===== src/rtl/pipeline_pkg.sv =====
// Shared types and constants for the RV32i pipeline control path.
package pipeline_pkg;

   typedef enum logic [1:0] {
      BOOT,
      RUN,
      HALT
   } fc_state_t;

   localparam logic       PC_SEL_PLUS4  = 1'b0;
   localparam logic       PC_SEL_TARGET = 1'b1;
   localparam logic [4:0] REG_ZERO      = 5'd0;

endpackage


===== src/rtl/hazard_detect.sv =====
// Load-use hazard detection between Decode sources and an Execute load.
module hazard_detect
   import pipeline_pkg::*;
(
   input  logic [4:0] rs1_i,
   input  logic [4:0] rs2_i,
   input  logic [4:0] rd_i,
   input  logic       mem_read_i,
   output logic       load_use_o
);

   assign load_use_o = mem_read_i
                     && (rd_i != REG_ZERO)
                     && ((rd_i == rs1_i) || (rd_i == rs2_i));

endmodule


===== src/rtl/fetch_control.sv =====
// Fetch/pipeline sequencing: boot bubbles, redirect, load-use, EBREAK halt.
// Optional stall counter output enabled by FETCH_CTRL_STALL_CNT_EN.
module fetch_control
   import pipeline_pkg::*;
#(
   parameter int unsigned RESET_BUBBLES = 1,
   parameter int unsigned STALL_CNT_W   = 32
) (
   input  logic       CLK,
   input  logic       RST,
   input  logic [4:0] Rs1_D,
   input  logic [4:0] Rs2_D,
   input  logic [4:0] Rd_E,
   input  logic       Mem_Read_E,
   input  logic       PC_Src_E,
   input  logic       Halt_Req_D,
   input  logic       Resume,
   output logic       PC_En,
   output logic       PC_Sel,
   output logic       Stall_D,
   output logic       Flush_D,
   output logic       Flush_E,
   output logic       Halted
`ifdef FETCH_CTRL_STALL_CNT_EN
   ,
   output logic [STALL_CNT_W-1:0] Stall_Count
`endif
);

   localparam int CNT_W =
      (RESET_BUBBLES < 4) ? 2 : $clog2(RESET_BUBBLES + 1);
   localparam logic [CNT_W-1:0] CNT_INIT = CNT_W'(RESET_BUBBLES);
   localparam logic [CNT_W-1:0] CNT_ONE  = CNT_W'(1);
   localparam fc_state_t RST_STATE =
      (RESET_BUBBLES == 0) ? RUN : BOOT;

   fc_state_t        state_q, state_d;
   logic [CNT_W-1:0] cnt_q, cnt_d;
   logic             halted_q;
   logic             load_use;

   hazard_detect u_hazard (
      .rs1_i      (Rs1_D),
      .rs2_i      (Rs2_D),
      .rd_i       (Rd_E),
      .mem_read_i (Mem_Read_E),
      .load_use_o (load_use)
   );

   always_comb begin
      state_d = state_q;
      cnt_d   = cnt_q;
      PC_En   = 1'b0;
      PC_Sel  = PC_SEL_PLUS4;
      Stall_D = 1'b0;
      Flush_D = 1'b0;
      Flush_E = 1'b0;
      if (RST) begin
         Flush_D = 1'b1;
         Flush_E = 1'b1;
      end else begin
         unique case (state_q)
            BOOT: begin
               Flush_D = 1'b1;
               Flush_E = 1'b1;
               cnt_d   = cnt_q - CNT_ONE;
               if (cnt_q <= CNT_ONE) state_d = RUN;
            end
            RUN: begin
               // Redirect wins: the Decode instruction is wrong-path.
               if (PC_Src_E) begin
                  PC_En   = 1'b1;
                  PC_Sel  = PC_SEL_TARGET;
                  Flush_D = 1'b1;
                  Flush_E = 1'b1;
               end else if (load_use) begin
                  Stall_D = 1'b1;
                  Flush_E = 1'b1;
               end else if (Halt_Req_D) begin
                  Stall_D = 1'b1;
                  Flush_E = 1'b1;
                  state_d = HALT;
               end else begin
                  PC_En = 1'b1;
               end
            end
            HALT: begin
               Flush_E = 1'b1;
               if (Resume) begin
                  PC_En   = 1'b1;
                  Flush_D = 1'b1;
                  state_d = RUN;
               end else begin
                  Stall_D = 1'b1;
               end
            end
            default: state_d = RST_STATE;
         endcase
      end
   end

   always_ff @(posedge CLK) begin
      if (RST) begin
         state_q  <= RST_STATE;
         cnt_q    <= CNT_INIT;
         halted_q <= 1'b0;
      end else begin
         state_q  <= state_d;
         cnt_q    <= cnt_d;
         halted_q <= (state_d == HALT);
      end
   end

   assign Halted = halted_q;

`ifdef FETCH_CTRL_STALL_CNT_EN
   logic [STALL_CNT_W-1:0] stall_cnt_q;
   logic                   stall_evt;

   assign stall_evt = !RST
      && (((state_q == RUN) && !PC_Src_E && load_use)
          || (state_q == HALT));

   always_ff @(posedge CLK) begin
      if (RST) stall_cnt_q <= '0;
      else if (stall_evt) stall_cnt_q <= stall_cnt_q + 1'b1;
   end

   assign Stall_Count = stall_cnt_q;
`endif

endmodule


===== config.mk =====
export PLATFORM = sky130hd
export DESIGN_NAME = fetch_control
export DESIGN_NICKNAME = d
export VERILOG_FILES = /design/src/rtl/pipeline_pkg.sv /design/src/rtl/hazard_detect.sv /design/src/rtl/fetch_control.sv
export SDC_FILE = /design/constraint.sdc
export NUM_CORES = 1
export LEC_CHECK = 0
export ABC_CLOCK_PERIOD_IN_PS = 2760
export CORE_AREA = 3 3 41 43
export CTS_CLUSTER_DIAMETER = 80
export DETAILED_ROUTE_END_ITERATION = 8
export DIE_AREA = 0 0 44 46
export PLACE_DENSITY = 0.81
export SYNTH_ARGS = -nofsm -noshare
export SYNTH_HDL_FRONTEND = slang
export SYNTH_SLANG_ARGS = --single-unit

===== constraint.sdc =====
create_clock -name CLK -period 2.76 [get_ports CLK]
set_input_delay 0.276 -clock CLK [delete_from_list [all_inputs] [get_ports CLK]]
set_output_delay 0.276 -clock CLK [all_outputs]
set_load 0.01 [all_outputs]

==> reports/metrics.cfg <==
[status]
status = complete, no violations

[drt]
num_vias = 610
antenna_left = 0
drc = 0
wl_per_cell_um = 12.0
viasPerCell = 5.35
drt_first_iter_violations = 5
finalWirelength_um = 1370
dr.pass1.iters = 4

[finish]
area_growth_pct = 61.0
nNetsFinal = 125
layout-drive-gt1-share_pct = 14.1
antenna_cells = 0
final_area_um2 = 858

[synth]
syn_area_um2 = 533
ys_seq_area_share_pct = 18.8
avgSynthCellArea_um2 = 7.96
synthCells = 67
syn_nets = 92
synth_cell_type_count = 26
yosys_warnings = 0
ys_seq_elements = 5

[global_routing]
use_met1_pct = 15.9
grt_pass1_vias = 571
grt_pass1_wl_um = 2180
grt-busiest-layer = met2
overflow = 0
global_route.usage.met2_pct = 25.0
grt_max_degree = 8
antenna_found_initial = 0
grt.total_usage_pct = 14.3
grt_util_met3_pct = 6.72

[worst_setup_path]
path_class = input port to output port
worstPathRequired_ps = 2480
cp-start-kind = input port
end_kind = output port
worst-path-max-fanout = 3
arrival_ps = 2350

[floorplan]
core_area_um2 = 1330
initial_core_util_pct = 40.0
ios = 27
dieArea_um2 = 2020
fp-row-count = 13
die-width_um = 44
fp.dieH_um = 46

[worst_hold_path]
hold_class = register to register

[clocking]
htree_levels = 1
ctsLongestPathBuffers = 2
clk_latency_ps = 240
cts_inserted_buffers = 3
cts_root_buf = clkbuf_4
clkTransAtPathRegs_ps = 40
tritoncts = built
hold_buffers = 0
cts.sinks = 5

[power_and_ir_drop]
power.total_uw = 416
p_leak_uw = 0.000334
powerDensity_nw_per_um2 = 484
irDropWorstVdd_v = 0.000243

[placed_design]
dpl.hpwl_um = 1140
gp_congestion = 0.919
io_buffers = 26
dpl_cell_area_um2 = 827

[sta]
rsz0062_at_grt = false
final.setup.tns_ps = 0
min_period_over_period_pct = 95.2
fin_skew_ps = 1.60
clock.fmax_mhz = 381
setup_viol = 0
fin_crit_ps = 2630
max-slew-margin-rel_pct = 79.7
hold_viol = 0
worst_slew_pin_slew_ps = 302
drv_slew = 0

[flow_run]
max_cap_viol_count = 0

final timing paths:
| check | startpoint | to | slack [ps] | depth (start not counted) |
|---|---|---|---|---|
| max reg2reg | state_q[1] | state_q[0] | 1170 | 8 |
| min reg2reg | cnt_q[0] | cnt_q[0] | 500 | 2 |
| max | Rd_E[1] | PC_En | 130 | 6 |
| min | cnt_q[0] | cnt_q[0] | 500 | 2 |
per-layer routing:
layer	wire, um	vias to the layer above
met2	657	38
met5	0	-
met4	30	0
met3	154	4
met1	522	263
li1	-	305
registers in the layout, indices dropped and copies added (netlist names):
name and count:
state_q 2, Halted 1, cnt_q 2
cells by family (layout without fill, tap and decap cells):
| kind of cell | count (synthesis) | after routing | synth area share [%] |
|---|---|---|---|
| compound gates | 19 | 19 | 27.2 |
| fa+ha+maj | 4 | 4 | 9.39 |
| simple gates | 23 | 23 | 22.1 |
| flops | 5 | 5 | 18.8 |
| xor+xnor | 12 | 12 | 19.7 |
| buf+inv | 4 | 36 | 2.82 |
through the flow:
step / setup WS (ps) / util (%) / cells / hold WS, ps
finish: 132 / 64.4 / 114 / 505
global route: 20.2 / 64.4 / 114 / 539
CTS: 6.30 / 64.0 / 114 / 505
detailed placement: 106 / 62.0 / 110 / 490
global placement: 128 / 62.0 / 110 / 483
floorplan: 824 / - / 67 / 348
area by class of cell:
class	count	area (um^2)
clock buffer	4	26.3
fill	132	475
inverter	4	15.0
multi-input combinational	58	420
sequential	5	103
tap	15	18.8
timing repair buffer	28	275
timing repair:
item / CTS / global route
setup endpoints to repair: 0 / 1
buffers inserted: 0 / 0
gates resized for setup: 0 / 3
worst max-delay path, cell delays in order:
cell and delay [ps]:
clkdlybuf4s50_1 460, or4_4 550, o21ai_2 130, a21oi_2 60
o41ai_2 280, clkdlybuf4s50_1 580
power breakdown:
group	switching, uW	total [uW]	internal [uW]
combinational	98.1	219	121
sequential	18.8	112	93.3
clock	29.7	84.4	54.6
cells in the final DEF, fill, tap and decap left out, types with 2 or more instances in the layout:
cell	Yosys	routed
a21o_1	2	2
a21oi_1	7	7
buf_4	0	2
clkbuf_4	0	3
clkdlybuf4s50_1	0	26
dfxtp_1	5	3
dfxtp_2	0	2
ha_1	4	3
inv_1	4	4
nand2_1	7	7
nand3_1	3	3
nor2_1	4	4
nor2b_1	2	2
nor3_1	3	3
xnor2_1	6	6
xor2_1	6	6
cell usage after synthesis:
| cell | n | area (um^2) |
|---|---|---|
| o21ai_2 | 1 | 8.76 |
| ha_1 | 4 | 50.1 |
| a311o_1 | 1 | 10.0 |
| a21oi_1 | 7 | 35.0 |
| o21bai_1 | 1 | 7.51 |
| a41o_1 | 1 | 10.0 |
| nand2b_1 | 1 | 6.26 |
| nor3_1 | 3 | 15.0 |
| o41ai_2 | 1 | 16.3 |
| nor2b_1 | 2 | 12.5 |
| xor2_1 | 6 | 52.6 |
| a211oi_1 | 1 | 7.51 |
| a21oi_2 | 1 | 8.76 |
| o221ai_1 | 1 | 8.76 |
| inv_1 | 4 | 15.0 |
| or4b_2 | 1 | 10.0 |
| nand2_1 | 7 | 26.3 |
| nor2_1 | 4 | 15.0 |
| or4_4 | 1 | 11.3 |
| nor4_1 | 1 | 6.26 |
| a21bo_2 | 1 | 10.0 |
| nand3_1 | 3 | 15.0 |
| dfxtp_1 | 5 | 100 |
| a21o_1 | 2 | 15.0 |
| xnor2_1 | 6 | 52.6 |
| o21a_1 | 1 | 7.51 |
No activity file was read; power rests on OpenSTA's default activity.
